### config.mk
export PLATFORM = sky130hd
export DESIGN_NAME = hit_detect_multi
export DESIGN_NICKNAME = d
export VERILOG_FILES = /design/src/rtl/hit_detect_multi.sv
export SDC_FILE = /design/constraint.sdc
export NUM_CORES = 1
export LEC_CHECK = 0
export ABC_CLOCK_PERIOD_IN_PS = 5600
export BUFFER_PORTS_ARGS = -buffer_cell sky130_fd_sc_hd__clkbuf_2
export CORE_ASPECT_RATIO = 1.1
export CORE_MARGIN = 5
export CORE_UTILIZATION = 60
export DETAILED_ROUTE_END_ITERATION = 8
export PLACE_DENSITY_LB_ADDON = 0.25
export SLEW_MARGIN = 20
export SYNTH_ARGS = -nofsm -noshare
export SYNTH_HDL_FRONTEND = slang
export SYNTH_SLANG_ARGS = --single-unit
### constraint.sdc
create_clock -name clk -period 5.6 [get_ports clk]
set_input_delay 0 -clock clk [delete_from_list [all_inputs] [get_ports clk]]
set_output_delay 0 -clock clk [all_outputs]
set_load 0.005 [all_outputs]
### src/rtl/hit_detect_multi.sv
// hit_detect_multi
//   Compares one marker position against N_TARGETS target boxes every clock.
//   Each channel debounces overlap for HOLD_CYCLES cycles, latches a hit until
//   the consumer acknowledges it, then cools down. After cooldown the marker
//   must leave the box before the channel can arm again.
//
// Ports
//   clk            system clock, rising edge
//   resetn         synchronous reset, ACTIVE HIGH despite the name
//   targetCoord_X  packed target X centres, channel i at [i*COORD_W +: COORD_W]
//   targetCoord_Y  packed target Y centres
//   targetSize     packed per-target half-size, channel i at [i*SIZE_W +: SIZE_W]
//   targetValid    per-channel enable (0 = target absent)
//   markerCoord_X  marker X
//   markerCoord_Y  marker Y
//   markerValid    marker position valid this cycle
//   hitAck         per-channel acknowledge, only honoured while the hit is latched
//   hit            registered per-channel hit flags
//   hitAny         OR of hit
//   hitId          lowest channel index with hit set, 0 when none
//   hitCount       packed per-channel saturating hit counters (CNT_W each)
//
// Build option
//   HIT_DETECT_COUNT_EN  when defined, per-channel hit counters are built;
//                        otherwise hitCount is tied to zero.

module hit_detect_lane #(
   parameter int COORD_W         = 12,
   parameter int SIZE_W          = 8,
   parameter int HOLD_CYCLES     = 4,
   parameter int COOLDOWN_CYCLES = 16,
   parameter int CNT_W           = 8
) (
   input  logic               clk,
   input  logic               resetn,
   input  logic [COORD_W-1:0] targetX,
   input  logic [COORD_W-1:0] targetY,
   input  logic [SIZE_W-1:0]  size,
   input  logic               targetValid,
   input  logic [COORD_W-1:0] markerX,
   input  logic [COORD_W-1:0] markerY,
   input  logic               markerValid,
   input  logic               ack,
   output logic               hit,
   output logic [CNT_W-1:0]   hitCount
);
   localparam int MAXC = (HOLD_CYCLES > COOLDOWN_CYCLES) ? HOLD_CYCLES : COOLDOWN_CYCLES;
   localparam int CW   = $clog2(MAXC + 1);

   typedef enum logic [1:0] {IDLE, ARM, HIT, COOLDOWN} state_t;

   state_t             state;
   logic [CW-1:0]      cnt;
   logic [COORD_W-1:0] dX, dY, sizeExt;
   logic               overlap, enterHit;

   // Larger minus smaller, so the distance never wraps.
   always_comb begin
      dX      = (targetX >= markerX) ? (targetX - markerX) : (markerX - targetX);
      dY      = (targetY >= markerY) ? (targetY - markerY) : (markerY - targetY);
      sizeExt = COORD_W'(size);
   end

   // Strict compare: a zero half-size can never overlap.
   assign overlap = markerValid & targetValid & (dX < sizeExt) & (dY < sizeExt);

   // Transition into HIT from the debounce states; shared by FSM and counter.
   assign enterHit = overlap & (((state == IDLE) && (HOLD_CYCLES == 1)) ||
                                ((state == ARM) && (cnt == CW'(HOLD_CYCLES - 1))));

   always_ff @(posedge clk) begin
      if (resetn) begin
         state <= IDLE;
         cnt   <= '0;
         hit   <= 1'b0;
      end else begin
         case (state)
            IDLE: begin
               if (enterHit) begin
                  state <= HIT;
                  cnt   <= CW'(1);
                  hit   <= 1'b1;
               end else if (overlap) begin
                  state <= ARM;
                  cnt   <= CW'(1);
               end else begin
                  cnt   <= '0;
               end
            end
            ARM: begin
               if (!overlap) begin
                  state <= IDLE;
                  cnt   <= '0;
               end else if (enterHit) begin
                  state <= HIT;
                  hit   <= 1'b1;
               end else begin
                  cnt   <= cnt + CW'(1);
               end
            end
            // Latched until acked; losing overlap or targetValid does not clear it.
            HIT: begin
               if (ack) begin
                  state <= COOLDOWN;
                  cnt   <= '0;
                  hit   <= 1'b0;
               end
            end
            COOLDOWN: begin
               if (!targetValid) begin
                  state <= IDLE;
                  cnt   <= '0;
               end else if ((cnt >= CW'(COOLDOWN_CYCLES)) && !overlap) begin
                  state <= IDLE;
                  cnt   <= '0;
               end else if (cnt < CW'(COOLDOWN_CYCLES)) begin
                  cnt   <= cnt + CW'(1);
               end
            end
            default: begin
               state <= IDLE;
               cnt   <= '0;
               hit   <= 1'b0;
            end
         endcase
      end
   end

`ifdef HIT_DETECT_COUNT_EN
   logic [CNT_W-1:0] hitCnt;

   // Saturates at all-ones; only reset clears it.
   always_ff @(posedge clk) begin
      if (resetn)
         hitCnt <= '0;
      else if (enterHit && (hitCnt != '1))
         hitCnt <= hitCnt + CNT_W'(1);
   end

   assign hitCount = hitCnt;
`else
   assign hitCount = '0;
`endif

endmodule

module hit_detect_multi #(
   parameter int N_TARGETS       = 4,
   parameter int COORD_W         = 12,
   parameter int SIZE_W          = 8,
   parameter int HOLD_CYCLES     = 4,
   parameter int COOLDOWN_CYCLES = 16,
   parameter int CNT_W           = 8,
   localparam int ID_W           = (N_TARGETS > 1) ? $clog2(N_TARGETS) : 1
) (
   input  logic                           clk,
   input  logic                           resetn,
   input  logic [N_TARGETS*COORD_W-1:0]   targetCoord_X,
   input  logic [N_TARGETS*COORD_W-1:0]   targetCoord_Y,
   input  logic [N_TARGETS*SIZE_W-1:0]    targetSize,
   input  logic [N_TARGETS-1:0]           targetValid,
   input  logic [COORD_W-1:0]             markerCoord_X,
   input  logic [COORD_W-1:0]             markerCoord_Y,
   input  logic                           markerValid,
   input  logic [N_TARGETS-1:0]           hitAck,
   output logic [N_TARGETS-1:0]           hit,
   output logic                           hitAny,
   output logic [ID_W-1:0]                hitId,
   output logic [N_TARGETS*CNT_W-1:0]     hitCount
);

   for (genvar i = 0; i < N_TARGETS; i++) begin : gLane
      hit_detect_lane #(
         .COORD_W         (COORD_W),
         .SIZE_W          (SIZE_W),
         .HOLD_CYCLES     (HOLD_CYCLES),
         .COOLDOWN_CYCLES (COOLDOWN_CYCLES),
         .CNT_W           (CNT_W)
      ) uLane (
         .clk         (clk),
         .resetn      (resetn),
         .targetX     (targetCoord_X[i*COORD_W +: COORD_W]),
         .targetY     (targetCoord_Y[i*COORD_W +: COORD_W]),
         .size        (targetSize[i*SIZE_W +: SIZE_W]),
         .targetValid (targetValid[i]),
         .markerX     (markerCoord_X),
         .markerY     (markerCoord_Y),
         .markerValid (markerValid),
         .ack         (hitAck[i]),
         .hit         (hit[i]),
         .hitCount    (hitCount[i*CNT_W +: CNT_W])
      );
   end

   assign hitAny = |hit;

   // Scan high to low so the lowest set index wins.
   always_comb begin
      hitId = '0;
      for (int i = N_TARGETS - 1; i >= 0; i--)
         if (hit[i]) hitId = ID_W'(i);
   end

endmodule

After elaboration in Yosys (flattened, before gate mapping)
Cells that the tools add are included.
- multiplexer cells: 96
- reductions and logical operators: 33
- eq/ne operators: 44
- order comparisons: 24
- bitwise gates (word level): 16
- $add $sub $neg: 20
- operators with widths (kind ; count):
    subtractor 12 bit ; 16
    2-to-1 mux 5 bit ; 28
    >= comparator 12 bit ; 8
    < comparator 12 x 8 -> 1 bit ; 8
    2-to-1 mux 12 bit ; 8
    one-hot mux 5 bit (4 select lines) ; 4
    2-to-1 mux 2 bit ; 32
    one-hot mux 2 bit (4 select lines) ; 4
    inequality test 3 bit (second input constant) ; 8
    AND reduction 3 bit ; 8
    adder 5 x 1 -> 5 bit (second input constant) ; 4
    == test 5 x 2 -> 1 bit (second input constant) ; 4
    >= comparator 5 bit (second input constant) ; 4
    < comparator 5 bit (second input constant) ; 4
    bitwise AND 1 bit ; 16
    == test 2 bit (second input constant) ; 8
    2-to-1 mux 1 bit ; 16
    inequality test 4 x 2 -> 1 bit (second input constant) ; 4
    AND reduction 4 bit ; 4
    inequality test 3 x 1 -> 1 bit (second input constant) ; 4
    inequality test 3 x 2 -> 1 bit (second input constant) ; 4
    one-hot mux 1 bit (3 select lines) ; 4
    nonzero test 3 bit ; 4
    == test 2 x 1 -> 1 bit (second input constant) ; 4
    6 further kinds ; 25
- register bits: 32
- input bits: 163
- logic and storage cells: 245
- output and inout port bits: 39

Longest topological paths before layout
Gate-level depths: netlist of the first run.
- depth after elaboration: 10
- gate-level depth with buffers: 26
- mapped depth without buffers: 25

Hierarchy
From an unflattened synthesis of the first run, not the netlist that was laid out.
- cells, all modules: 1803
- area total of the unflattened synthesis: 13157.6 um^2
- by module, submodules not included (module ; sequential area each (um^2) ; area each (um^2) ; instances ; cells an instance):
    hit_detect_lane at gLane[1].uLane ... ; 160.2 ; 3303.2 ; 2 ; 455
    hit_detect_lane at gLane[3].uLane ; 160.2 ; 3275.6 ; 1 ; 449
    hit_detect_lane at gLane[0].uLane ; 160.2 ; 3240.6 ; 1 ; 437
    hit_detect_multi ; 0.0 ; 35.0 ; 1 ; 7

Least setup slack after synthesis of the first run
Ideal clock, no wire load.
- path kind: input -> register
- start: input targetCoord_X[36]
- end: register gLane[3].uLane.cnt[2]
- path buffers: 1
- data arrival time: 4.710 ns
- library setup time: 0.060 ns
- stages: 26
- required time: 5.540 ns
- setup slack: 0.830 ns
- cell sequence: inv_1 ha_1 inv_1 fa_1 a21oi_1 o21ai_0 a32o_1 nor2_1 clkbuf_1 o21ai_0 o2bb2ai_1 o2bb2ai_1 a221oi_1 o22ai_1 xor2_1 ha_1 a21oi_1 nor2b_1 o21ai_0 o2111ai_1 nor3b_1 o2111ai_1 nor4_2 nand2_1 a21oi_1 a221o_1
- cells in the longest elaborated chain, start to end: 10
- elaborated cells between the ends (all ways): 17
- classes of those cells: add/sub: 2; order compare: 2; eq/ne: 2; mux: 5; bitwise: 3; reduce/logical: 3
- ends and longest elaborated chain (what ; line ; text):
    start: declaration ; 158 ; input logic [N_TARGETS*COORD_W-1:0] targetCoord_X,
    subtractor 12 bit or >= comparator 12 bit (tied branches) ; 59 ; dX = (targetX >= markerX) ? (targetX - markerX) : (markerX - targetX);
    2-to-1 mux 12 bit * ; 59 ;
    < comparator 12 x 8 -> 1 bit * ; 65 ; assign overlap = markerValid & targetValid & (dX < sizeExt) & (dY < sizeExt);
    bitwise AND 1 bit * (2 in series) ; 65 ;
    zero test 1 bit ; - ;
    logical AND 1 bit ; 113 ; end else if ((cnt >= CW'(COOLDOWN_CYCLES)) && !overlap) begin
    2-to-1 mux 5 bit ; 113 ;
    2-to-1 mux 5 bit ; 110 ; if (!targetValid) begin
    one-hot mux 5 bit (4 select lines) ; 77 ; case (state)
    end signal: assignment ; 98 ; cnt <= cnt + CW'(1);
    end signal: assignment ; 117 ; cnt <= cnt + CW'(1);
    end: declaration ; 53 ; logic [CW-1:0] cnt;
Mark *: on every way between the ends. The rest lies on a longest branch, timed or not.
A chain may end at the register's enable or synchronous reset.

Worst setup path after layout of the first run
- start: input markerCoord_X[0]
- end: register gLane[3].uLane.cnt[3]
- cells in the longest elaborated chain, start to end: 10
- elaborated cells between the ends (all ways): 17
- classes of those cells: add/sub: 2; order compare: 2; eq/ne: 2; mux: 5; bitwise: 3; reduce/logical: 3
- ends and longest elaborated chain (what ; line ; text):
    start: declaration ; 162 ; input logic [COORD_W-1:0] markerCoord_X,
    subtractor 12 bit or >= comparator 12 bit (tied branches) ; 59 ;
    2-to-1 mux 12 bit * ; 59 ;
    < comparator 12 x 8 -> 1 bit * ; 65 ;
    bitwise AND 1 bit * (2 in series) ; 65 ;
    zero test 1 bit ; - ;
    logical AND 1 bit ; 113 ;
    2-to-1 mux 5 bit ; 113 ;
    2-to-1 mux 5 bit ; 110 ;
    one-hot mux 5 bit (4 select lines) ; 77 ;
Marked as above.

==> results of run 1 <==
[sequential cells by signal (all words and copies together) (netlist names)]
signal             cells
gLane.uLane.cnt       20
gLane.uLane.state      8
gLane.uLane.hit        4
[cells in the final DEF, fill, tap and decap left out, drive strengths merged, types with 7 or more instances in the layout]
cell / netlist / routed
o31ai: 10 / 10
nor2b: 22 / 22
mux2i: 41 / 41
a21boi: 11 / 11
nor2: 77 / 77
o21bai: 8 / 8
nand3: 52 / 52
inv: 198 / 198
a221oi: 11 / 11
conb: 1 / 32
o21ai: 104 / 104
nor4: 8 / 8
a211o: 9 / 9
nor3b: 8 / 8
clkbuf: 55 / 176
nand2: 94 / 94
dfxtp: 32 / 32
a32oi: 8 / 8
a21o: 67 / 67
ha: 244 / 244
nor3: 25 / 25
and4: 8 / 8
mux2: 23 / 23
o21a: 14 / 14
o211ai: 23 / 23
nand4: 20 / 20
o2111ai: 9 / 9
o2bb2ai: 7 / 7
xor2: 29 / 29
xnor2: 45 / 45
a31oi: 17 / 17
a21oi: 165 / 165
buf: 54 / 15
and3: 17 / 17
a211oi: 20 / 20
and2: 12 / 12
or3: 8 / 8
fa: 16 / 16
nand2b: 11 / 11
[cell families after synthesis]
| logic type | synth area share (%) |
|---|---|
| adders and majority gates | 27.60 |
| and+or+nand+nor | 16.45 |
| muxes | 5.508 |
| DFF | 5.242 |
| other | 0.03068 |
| xor gates and xnor gates | 5.303 |
| buffers and inverters | 10.82 |
| AOI/OAI and AO/OA | 29.04 |
[area by class of cell]
class | count | area [sq um]
inverters | 199 | 747.0
repair buffers | 187 | 988.4
multi-input cells | 1357 | 10380
flip-flops and latches | 32 | 640.6
clock buffers | 7 | 152.6
well taps | 252 | 315.3
fillers | 1819 | 6704
[timing repair]
item,in CTS,in global routing
hold endpoints to repair,3,0
resized for setup,0,1
hold buffers,3,0
endpoints found under the setup margin,0,5
[worst paths after layout]
| path | slack, ps | from | to | cells after the start |
|---|---|---|---|---|
| worst min-delay path | 90 | targetValid[2] | gLane[2].uLane.state[1] | 3 |
| worst max-delay path | 440 | markerCoord_X[0] | gLane[3].uLane.cnt[3] | 25 |
| worst max register to register | 3220 | gLane[1].uLane.cnt[0] | gLane[1].uLane.cnt[4] | 7 |
| worst min register to register | 490 | gLane[0].uLane.cnt[3] | gLane[0].uLane.cnt[3] | 2 |
[worst max-delay path, cell delays in order]
cell and delay (ps):
clkbuf_2 170, ha_1 220, inv_1 60, fa_1 390
a21oi_1 280, o21ai_0 190, a32oi_2 390, nand2_2 230
nor2_1 140, o2bb2ai_1 90, o2bb2ai_1 150, a221oi_1 270
o22ai_1 160, xor2_1 170, ha_1 310, a21oi_1 140
nor2b_1 60, o21ai_0 150, o2111ai_1 160, nor3b_1 280
o2111ai_1 220, nor4_4 450, nand2_1 110, a21oi_1 380
a221o_1 220
[routing by layer]
| metal | up-vias | share of wire (%) | global-route usage, % |
|---|---|---|---|
| met3 | 90 | 7.9 | 3.571 |
| met4 | 0 | 3.3 | 9.538 |
| met5 | - | 0 | 0 |
| met2 | 593 | 45 | 50.81 |
| met1 | 5830 | 43 | 41.54 |
| li1 | 6155 | - | - |
[power by group]
group | switching (mW) | internal (mW) | total (mW)
Sequential | 0.0000954 | 0.228 | 0.228
Clock | 0.105 | 0.187 | 0.291
Combinational | 0.833 | 0.590 | 1.42
Total | 0.938 | 1.00 | 1.94
==> metrics, run 1 <==
WP data arrival=5390 ps; CP endpoint kind=flip-flop; cell count after synthesis=1,666; initial DRC count=1,096; CTS tree=built; H-tree depth=2; Post-Syn Area=12,220 sq um; initial core utilization=61.32%; Routed wire per std cell=18.33 um; Yosys top cell area share=24.98%; first-pass GRT wire length=60.26 mm; routed wire length=37.28 mm; antenna violations before repair=0; synthesized area per cell=7.336 sq um; number of synthesized flops with an enable pin=0; Initial DRT Pass Iterations=5; P_leak=6.802 nW; Remaining Overflow, GRT=0; Primary FF master, synth=dfxtp_1; most frequent cell after synthesis=ha_1; Netlist cell types=85; gpl congestion=1.009; pwr/cell area=146.8 nW/um^2; Post-synth top cells=ha_1 (244), inv_1 (198), a21oi_1 (164), o21ai_0 (100), nand2_1 (93); port bufs=169; Die Span Y=159.7 um; Max Fanout on Critical Path=9; Design Area, Final=13,230 sq um; clock sinks=32; Top-Level Pins=202; crit path launch type=input port; area delta synth->final=8.231%; Syn. warnings=0; vias in the first global route=12,069; placed cells=2,024; Worst Tran Pin Value=670.4 ps; CTS buffer count=5; relative slew slack=54.89%; skew final=6.957 ps; HPWL after DPL=31.53 mm; FP Rows=54; vias per inst=6.228; Clk pin slew, worst setup/hold paths=50 ps; final worst-path cycle share=92.10%; fmax=193.9 MHz; Layout Cells excl Fill=2,034; hold_ws=91.57 ps; Final Setup Violations=0; setup TNS=0 ps; crit path kind=input port to flip-flop; Clock Latency Late Sink=290 ps; Total Routing Usage GR=30.57%; part of the Yosys area used for sequential elements=5.242%; DP Worst Slack=204.4 ps; leading area contributor after synthesis=ha_1; VDD IR-drop max=0.08401 mV; CTS Buffer Depth=2; outcome=finished clean; share of cells above drive strength 1=13.30%; Layout Nets=2,205; Overall Power=1.942 mW; postcts setup bufs=0; Final WS setup=442.4 ps; Max Cap Viol=0; Die Area=23,330 sq um; Detail Route Antenna Nets=0; Final Util=66.37%; n_diodes=0; Die Wd=146.1 um; worst min path class=input port to flip-flop; RSZ-0062 raised after global routing=false; total number of vias=12,668; post-synthesis register bit count=32; final slew viol count=0; largest net degree at the start of global routing=29; Hold Fails Final Rpt=0; Clock Tree Root=clkbuf_16; CORE AREA=19,930 sq um; ys async rst share=0%; post-layout minimum cycle time=5158 ps; Req. time, crit path=5830 ps; dpl cell area=13,040 sq um; synth top area cells=ha_1 (25%), a21oi_1 (6.7%), inv_1 (6.1%), dfxtp_1 (5.2%), a21o_1 (4.1%); Remaining DRCs=0
No activity file was read; power rests on OpenSTA's default activity.
==> run 2, diff against run 1 <==
--- a/config.mk
+++ b/config.mk
@@ -10,6 +10,7 @@
 export CORE_ASPECT_RATIO = 1.1
 export CORE_MARGIN = 5
 export CORE_UTILIZATION = 60
+export CTS_BUF_LIST = sky130_fd_sc_hd__clkbuf_2 sky130_fd_sc_hd__clkbuf_4 sky130_fd_sc_hd__clkbuf_8
 export DETAILED_ROUTE_END_ITERATION = 8
 export PLACE_DENSITY_LB_ADDON = 0.25
 export SLEW_MARGIN = 20
==> metrics, run 2 (synthesized netlist as in run 1, its figures left out) <==
outcome=finished clean; HPWL after DPL=31.53 mm (unchanged); Final Setup Violations=0 (unchanged); GRT Max-Usage Layer=met2; final worst-path cycle share=92.64% (+0.54 points); CP endpoint kind=flip-flop; r2r endpoint=gLane[1].uLane.cnt[4]; Routed wire per std cell=18.29 um (-0.21%); Largest regs=gLane.uLane.cnt x20, gLane.uLane.state x8, gLane.uLane.hit x4; pwr/cell area=140.8 nW/um^2 (-4.1%); Req. time, crit path=5840 ps (about the same); CP max stage delay=450 ps (about the same); most frequent cells in the layout=ha_1 (244), inv_1 (198), clkbuf_2 (169); crit path kind=input port to flip-flop; Detail Route Antenna Nets=0 (unchanged); port bufs=169 (unchanged); Hold Fails Final Rpt=0 (unchanged); crit path launch type=input port; critical path's top delay family=compound AO/OA/AOI/OAI gates; routed wire length=37.21 mm (-0.21%); first-pass GRT wire length=59.95 mm (-0.51%); clock sinks=32 (unchanged); skew final=7.515 ps (+0.5588 ps); Max Fanout on Critical Path=9 (unchanged); dpl cell area=13,040 sq um (unchanged); antenna violations before repair=0 (unchanged); Largest register FFs=20 (unchanged); WP data arrival=5430 ps (+40 ps); DP Worst Slack=204.4 ps (unchanged); worst min path class=input port to flip-flop; CTS tree=built; Die Wd=146.1 um (unchanged); fill count=1,827 (+0.44%); switching pwr=0.9277 mW (-1.0%); n_diodes=0 (unchanged); area of the multi-input gates=10,380 sq um (unchanged); power share of the sequential group=12.3% (+0.6 points); min-delay src=targetValid[2]; CORE AREA=19,930 sq um (unchanged); vias in the first global route=12,022 (-0.39%); initial core utilization=61.32% (unchanged); Clock Latency Late Sink=300 ps (about the same); r2r setup slk=3270 ps (+50 ps); Hold Crit Depth=3 (unchanged); P_int=0.9272 mW (-7.7%); Total Routing Usage GR=30.42% (-0.15 points); met2 Usage GRT=50.45% (-0.36 points); share of cells above drive strength 1=13.30% (unchanged); postcts setup bufs=0 (unchanged); Final WS setup=412.3 ps (-30.12 ps); gpl congestion=1.009 (unchanged); Reg with most FFs=gLane.uLane.cnt; cell mode on critical path=a21oi_1; Worst Tran Pin Value=622.8 ps (-47.60 ps); CTS Buffer Depth=2 (unchanged); H-tree depth=2 (unchanged); setup TNS=0 ps (unchanged); switching part of the total=50.02% (+1.7 points); hold endpoint=gLane[2].uLane.state[1]; CTS buffer count=5 (unchanged); RSZ-0062 raised after global routing=false; Clock Tree Root=clkbuf_8; vias per inst=6.221 (-0.11%); met3 Use GR=3.770% (+0.20 points); Clk pin slew, worst setup/hold paths=70 ps (+20 ps); Buf+Inv Stages, Crit Path=2 (unchanged); P_leak=6.776 nW (-0.38%); most common cell after layout, fill and taps aside=ha_1; total number of vias=12,654 (-0.11%); area delta synth->final=7.770%; Combinational Power Share=76.8% (+3.5 points); sequential cell area=640.6 sq um (unchanged); met1 Usage GRT=41.34% (-0.20 points); FF-to-FF Start=gLane[1].uLane.cnt[0]; slowest stage cell, crit path=nor4_4; Top-Level Pins=202 (unchanged); Remaining Overflow, GRT=0 (unchanged); largest net degree at the start of global routing=29 (unchanged); Layout Nets=2,205 (unchanged); final slew viol count=0 (unchanged); FP Rows=54 (unchanged); post-layout minimum cycle time=5188 ps (+30.11 ps); Initial DRT Pass Iterations=5 (unchanged); initial DRC count=1,026 (-6.4%); fmax=192.8 MHz (-0.58%); Die Area=23,330 sq um (unchanged); VDD IR-drop max=0.08224 mV (-2.1%); Design Area, Final=13,170 sq um (-0.43%); worst r2r path cells=7 (unchanged); power share of the clock group=11.0% (-4.0 points); Max Cap Viol=0 (unchanged); Remaining DRCs=0 (unchanged); relative slew slack=58.10% (+3.2 points); Die Span Y=159.7 um (unchanged)
==> run 2: cell types whose count changed in the layout (fill, tap and decap cells not counted) <==
cell / delta
clkbuf_8: +5
clkbuf_16: -5
==> run 2: cell type report <==
class | instances | share of cell area [%]
timing repair buffer | 187 | 7.505
tap | 252 | 2.394
inverter | 199 | 5.671
sequential | 32 | 4.864
multi-input combinational | 1357 | 78.84
clock buffer | 7 | 0.7315
==> run 2: worst min-delay path, delay by kind of cell <==
family	cells	cell delay, ps
buffers and inverters	1	150
AO/OA/AOI/OAI	2	170
==> run 2: layer usage <==
metal | share of wire (%) | routed length, um
met5 | 0 | 0
met4 | 3.5 | 1302
met3 | 7.7 | 2863
met2 | 45 | 16780
met1 | 44 | 16260
==> run 2: what timing repair did <==
item                                    CTS  global route
hold buffers                              3             0
gates resized for setup                   0             1
hold endpoints to repair                  3             0
endpoints found under the setup margin    0             5
==> run 2: worst max-delay path by stage <==
stage,from,end,slack (ps),depth (start not counted)
floorplan,targetCoord_X[36],gLane[3].uLane.cnt[2],830,26
global placement,markerCoord_X[0],gLane[3].uLane.cnt[2],380,25
detailed placement,markerCoord_X[0],gLane[3].uLane.cnt[3],200,25
CTS,markerCoord_X[0],gLane[3].uLane.cnt[3],480,25
global route,markerCoord_X[0],gLane[3].uLane.cnt[3],30,25
finish,markerCoord_X[0],gLane[3].uLane.cnt[3],410,25
==> run 2: power by group through the flow <==
stage	logic, mW	registers [mW]	clock network [mW]
after global placement	1.35	0.233	0
after CTS	1.39	0.228	0.206
after detailed placement	1.38	0.233	0
final	1.42	0.228	0.203
after floorplan	1.02	0.233	0
after global routing	1.58	0.227	0.217
==> run 2: metrics by stage <==
step	utilization (%)	std cells	power, mW	hold WS, ps
floorplan	-	1697	1.254	97.00
global placement	65.40	2024	1.583	223.9
detailed placement	65.40	2024	1.613	224.9
CTS	66.04	2034	1.826	67.82
global route	66.08	2034	2.023	84.63
finish	66.08	2034	1.855	72.70
